`config.mk`:
```
export PLATFORM = sky130hd
export DESIGN_NAME = exec_stage
export DESIGN_NICKNAME = d
export VERILOG_FILES = /design/src/rtl/proc_pkg.sv /design/src/rtl/alu_comb.sv /design/src/rtl/exec_stage.sv
export SDC_FILE = /design/constraint.sdc
export NUM_CORES = 1
export LEC_CHECK = 0
export CAP_MARGIN = 40
export CORE_MARGIN = 2
export CORE_UTILIZATION = 45
export CTS_CLUSTER_DIAMETER = 80
export CTS_CLUSTER_SIZE = 16
export DETAILED_ROUTE_END_ITERATION = 6
export PLACE_DENSITY = 0.71
export REMOVE_ABC_BUFFERS = 1
export SETUP_SLACK_MARGIN = 0.1
export SYNTH_ARGS = -nofsm -noshare
export SYNTH_HDL_FRONTEND = slang
export SYNTH_SLANG_ARGS = --single-unit
```
`constraint.sdc`:
```
create_clock -name clk -period 2.1 [get_ports clk]
set_input_delay 0.42 -clock clk [delete_from_list [all_inputs] [get_ports clk]]
set_output_delay 0.42 -clock clk [all_outputs]
set_load 0.03 [all_outputs]
```
`src/rtl/proc_pkg.sv`:
```
// rtl/proc_pkg.sv - opcode and execute-FSM state constants shared by decoder and execute stage
package proc_pkg;

  localparam logic [2:0] OP_ADD = 3'd0;
  localparam logic [2:0] OP_SUB = 3'd1;
  localparam logic [2:0] OP_AND = 3'd2;
  localparam logic [2:0] OP_OR  = 3'd3;
  localparam logic [2:0] OP_XOR = 3'd4;
  localparam logic [2:0] OP_MOV = 3'd5;
  localparam logic [2:0] OP_MUL = 3'd6;
  localparam logic [2:0] OP_NOP = 3'd7;

  localparam logic [2:0] S_IDLE = 3'd0;
  localparam logic [2:0] S_READ = 3'd1;
  localparam logic [2:0] S_EXEC = 3'd2;
  localparam logic [2:0] S_MUL  = 3'd3;
  localparam logic [2:0] S_WB   = 3'd4;

endpackage

```
`src/rtl/alu_comb.sv`:
```
// rtl/alu_comb.sv - single-cycle ALU for the non-multiply opcodes
module alu_comb
  import proc_pkg::*;
#(
  parameter int DATA_W = 8
) (
  input  logic [DATA_W-1:0] a,
  input  logic [DATA_W-1:0] b,
  input  logic [2:0]        opcode,
  output logic [DATA_W-1:0] result,
  output logic              carry
);

  logic [DATA_W:0] sum;
  logic [DATA_W:0] diff;

  // The extra top bit is the carry-out for ADD and the borrow for SUB.
  assign sum  = {1'b0, a} + {1'b0, b};
  assign diff = {1'b0, a} - {1'b0, b};

  always_comb begin
    result = '0;
    carry  = 1'b0;
    case (opcode)
      OP_ADD: begin
        result = sum[DATA_W-1:0];
        carry  = sum[DATA_W];
      end
      OP_SUB: begin
        result = diff[DATA_W-1:0];
        carry  = diff[DATA_W];
      end
      OP_AND: result = a & b;
      OP_OR:  result = a | b;
      OP_XOR: result = a ^ b;
      OP_MOV: result = a;
      default: begin
        result = '0;
        carry  = 1'b0;
      end
    endcase
  end

endmodule

```
`src/rtl/exec_stage.sv`:
```
// rtl/exec_stage.sv - multi-cycle execute stage: register read, ALU or shift-add multiply, write-back
module exec_stage
  import proc_pkg::*;
#(
  parameter int DATA_W = 8,
  parameter int AW     = 3
) (
  input  logic              clk,
  input  logic              rst,
  input  logic              instr_valid,
  output logic              instr_ready,
  input  logic [2:0]        opcode,
  input  logic [AW-1:0]     dst,
  input  logic [AW-1:0]     src1,
  input  logic [AW-1:0]     src2,
  output logic [AW-1:0]     addr1,
  output logic [AW-1:0]     addr2,
  output logic              rd,
  input  logic [DATA_W-1:0] data_out1,
  input  logic [DATA_W-1:0] data_out2,
  output logic [AW-1:0]     wr_addr,
  output logic              wr,
  output logic [DATA_W-1:0] data_in,
  output logic              zero,
  output logic              carry,
  output logic              busy
);

  localparam int CW = $clog2(DATA_W + 1);

  logic [2:0]          state;
  logic [2:0]          op_q;
  logic [AW-1:0]       dst_q;
  logic [AW-1:0]       src1_q;
  logic [AW-1:0]       src2_q;
  logic [DATA_W-1:0]   a_q;
  logic [DATA_W-1:0]   b_q;
  logic [DATA_W-1:0]   result_q;
  logic                res_carry_q;
  logic [2*DATA_W-1:0] prod_q;
  logic [CW-1:0]       cnt_q;

  logic [DATA_W-1:0]   alu_result;
  logic                alu_carry;
  logic [DATA_W:0]     mul_sum;
  logic [2*DATA_W-1:0] prod_next;

  alu_comb #(.DATA_W(DATA_W)) u_alu (
    .a      (a_q),
    .b      (b_q),
    .opcode (op_q),
    .result (alu_result),
    .carry  (alu_carry)
  );

  // Multiplier sits in the low half and is shifted out as the partial product grows in the high half.
  assign mul_sum   = {1'b0, prod_q[2*DATA_W-1:DATA_W]} + {1'b0, a_q};
  assign prod_next = prod_q[0] ? {mul_sum, prod_q[DATA_W-1:1]}
                               : {1'b0, prod_q[2*DATA_W-1:1]};

  assign instr_ready = (state == S_IDLE);
  assign busy        = !instr_ready;
  assign rd          = (state == S_READ);
  assign addr1       = rd ? src1_q : '0;
  assign addr2       = rd ? src2_q : '0;
  assign wr          = (state == S_WB);
  assign wr_addr     = wr ? dst_q : '0;
  assign data_in     = wr ? result_q : '0;

  always_ff @(posedge clk) begin
    if (rst) begin
      state       <= S_IDLE;
      op_q        <= '0;
      dst_q       <= '0;
      src1_q      <= '0;
      src2_q      <= '0;
      a_q         <= '0;
      b_q         <= '0;
      result_q    <= '0;
      res_carry_q <= 1'b0;
      prod_q      <= '0;
      cnt_q       <= '0;
      zero        <= 1'b0;
      carry       <= 1'b0;
    end else begin
      case (state)
        S_IDLE: begin
          if (instr_valid) begin
            op_q   <= opcode;
            dst_q  <= dst;
            src1_q <= src1;
            src2_q <= src2;
            state  <= S_READ;
          end
        end
        S_READ: begin
          a_q   <= data_out1;
          b_q   <= data_out2;
          state <= S_EXEC;
        end
        S_EXEC: begin
          case (op_q)
            OP_MUL: begin
              prod_q <= {{DATA_W{1'b0}}, b_q};
              cnt_q  <= '0;
              state  <= S_MUL;
            end
            OP_NOP: state <= S_IDLE;
            OP_MOV: begin
              result_q    <= alu_result;
              res_carry_q <= carry;
              state       <= S_WB;
            end
            default: begin
              result_q    <= alu_result;
              res_carry_q <= alu_carry;
              state       <= S_WB;
            end
          endcase
        end
        S_MUL: begin
          prod_q <= prod_next;
          if (cnt_q == CW'(DATA_W - 1)) begin
            result_q    <= prod_next[DATA_W-1:0];
            res_carry_q <= |prod_next[2*DATA_W-1:DATA_W];
            state       <= S_WB;
          end else begin
            cnt_q <= cnt_q + 1'b1;
          end
        end
        S_WB: begin
          zero  <= (result_q == '0);
          carry <= res_carry_q;
          state <= S_IDLE;
        end
        default: state <= S_IDLE;
      endcase
    end
  end

endmodule

```
==> run summary <==
Core region area: 9280 um2
Net count reported at finish: 749
Post-synthesis cell type count: 66
Root buf cell: clkbuf_8
First-pass detailed-route iteration total: 5
Outcome: complete, but fails checks
Die W: 102 um
Number of antenna violations at the first check in global routing: 0
Finished layout cell area: 6020 um2
Worst setup slack after placement: -321 ps
CTS max path bufs: 2
All-Layer GR Usage: 26.1%
TritonCTS clock tree: built
Area leader, netlist: dfxtp_1
Violated checks: negative setup slack
Cell area after synthesis: 4310 um2
Final setup violation count: 1
Period utilization: 104%
Total Power Consumption: 3.65 mW
Highest ir drop seen on vdd: 373 uV
Count of final max-slew check failures: 0
TNS Setup: -90.7 ps
Count of buffers from port buffering: 53
Area share of the largest cell type after synthesis: 28.8%
Cell with the most instances after synthesis: nand2_1
Pin count of the biggest net entering global routing: 28
Dpl cell area: 5340 um2
Half-perimeter wire length after detailed placement: 9.61 mm
Max capacitance violation total: 0
Worst Path Arrival: 2410 ps
Unrepaired setup endpoints after global routing: yes
Wire length of the first global-routing pass: 21.3 mm
Post-Route Utilization: 64.9%
Transition time at the pin with the least slew margin: 518 ps
I/O pin total: 54
Share of post-route cells with drive strength above 1: 28.2%
Share of flip-flops with an asynchronous set or reset: 0%
Slew Limit Headroom: 65.4%
Min cycle time layout: 2190 ps
Insertion delay to the later sink of the worst-skew pair: 340 ps
Hold/Removal Path Class: flip-flop to flip-flop
Starting Density: 46.4%
Proportion of synthesized chip area in sequential cells: 28.8%
Cell leakage power: 2.41 nW
Num CTS Buffers: 9
Worst setup slack after layout: -90.7 ps
Number of diodes: 0
Synth cell count leaders: 107 x nand2_1, 63 x a21oi_1, 62 x dfxtp_1
Number of global-route vias before repair: 4393
Ranking of synthesized cells by area: dfxtp_1 29%, ha_1 10%, nand2_1 9.3%
Leading register cell type out of synthesis: dfxtp_1
Wire length per cell: 16.6 um
Total power density per cell area: 606 nW/um2
Number of synthesis warnings: 0
Detailed-route vias per instance: 5.70
Worst Skew: 7.96 ps
Yosys reg bits: 62
Final weighted congestion of routability-driven global placement: 0.941
Vert. Die Dim: 102 um
TritonCTS sink count: 62
Worst setup path category: flip-flop to flip-flop
DR iter-0 viols: 287
Setup crit start kind: flip-flop
Clock transition at the register clock pins on the worst setup and hold paths after CTS: 70 ps
Avg Inst Size Synth: 7.60 um2
Row count: 35
Final hold vios: 0
Area of the die: 10400 um2
Layout Area Growth over Synthesis: 39.8%
WL final: 13.5 mm
Total via count after detailed routing: 4635
Max FO, Critical Path: 4
Cts hold-fix bufs: 0
GRT overflow: 0
Synthesized netlist cell count: 567
F_max: 456 MHz
Worst setup slack for register-to-register paths: -90 ps
Capturing element type of the critical path: flip-flop
DRC errors left: 0
Final ANT Viol Nets: 0
H-tree levels: 3
Number of enable-type register cells in the synthesized netlist: 0
Required @ worst endpoint: 2320 ps
[placed cells by master, fill, tap and decap left out, types with 4 or more instances in the layout]
cell type        synthesis  routed
dfxtp_2                  0       9
o2bb2ai_1                5       4
ha_4                     0      11
a21oi_1                 63      58
inv_1                   24      20
a22oi_1                  5       5
buf_6                    0      14
o211ai_1                 9       9
clkbuf_8                 0      11
dfxtp_1                 62      50
nand4_1                  5       5
nor3_1                  11      10
buf_4                    3      76
mux2i_1                  4       4
xnor2_1                  6       6
and2_1                  13       5
inv_2                    1       4
o21ai_1                  2       6
and2_4                   0       8
a31oi_1                 10      10
nand2b_1                 6       6
clkdlybuf4s50_1          0      31
nor2_1                  36      36
nor2b_1                  9       8
nand2_1                107     105
nand3_1                 17      17
nor4_1                   5       5
clkbuf_2                 0       7
a21oi_2                  0       5
a21o_1                   6       6
ha_1                    36      23
o21ai_0                 14      10
and3_1                   9       8
[cell families (layout without fill, tap and decap cells)]
family / count (synthesis) / count (layout) / synth area share (%)
buffers and inverters: 59 / 176 / 5.78
AND/OR/NAND/NOR: 239 / 239 / 26.5
AO/OA/AOI/OAI: 154 / 154 / 24.1
adder cells (fa/ha/maj): 39 / 39 / 11.8
flip-flops: 62 / 62 / 28.8
multiplexers: 5 / 5 / 1.19
XOR/XNOR: 9 / 9 / 1.83
[per-stage QoR]
step	hold WS [ps]	std cells
2_1_floorplan	426	535
3_3_place_gp	437	785
3_5_place_dp	444	785
4_1_cts	453	802
5_1_grt	486	813
6_report	456	813
[repair_timing]
item	4_1_cts	5_1_grt
endpoints found under the setup margin	23	31
resized for setup	55	75
cloned	0	1
pin swaps	18	31
buffers inserted	1	11
[report_power, final]
| group | internal (mW) | switching [mW] |
|---|---|---|
| Sequential | 1.25 | 0.0679 |
| Clock | 0.613 | 0.511 |
| Combinational | 0.553 | 0.658 |
[cell type report]
type | count | area, um2
clock buffer | 11 | 151
clock inverter | 5 | 56.3
fill | 821 | 3260
inverter | 27 | 104
multi-input combinational | 446 | 3160
sequential | 62 | 1260
tap | 129 | 161
timing repair buffer | 133 | 1130
[state kept, by name (all words and copies together), names as in the netlist, 3 cells and up]
register,cells
b_q,8
src2_q,3
src1_q,3
result_q,8
cnt_q,4
dst_q,3
prod_q,16
a_q,8
state,3
op_q,3
[layer usage]
metal	track usage, %	share of wire (%)
met4	10.6	2.6
met1	34.0	42
met2	43.4	48
met3	3.97	6.9
met5	0	0
[critical path, stage by stage (launching register included)]
cell and delay [ps]:
dfxtp_4 370, ha_4 160, fa_2 340, a211oi_2 240, nor2_1 100, o311ai_1 320, a21oi_1 140, nor4_1 280
a31oi_1 110
[path summary, 6_finish.rpt]
path	endpoint	depth (start not counted)	start
max	res_carry_q	8	a_q[0]
min	dst_q[2]	2	dst_q[2]
max reg2reg	res_carry_q	8	a_q[0]
min reg2reg	dst_q[2]	2	dst_q[2]
Power figures use the tool's default switching activity.
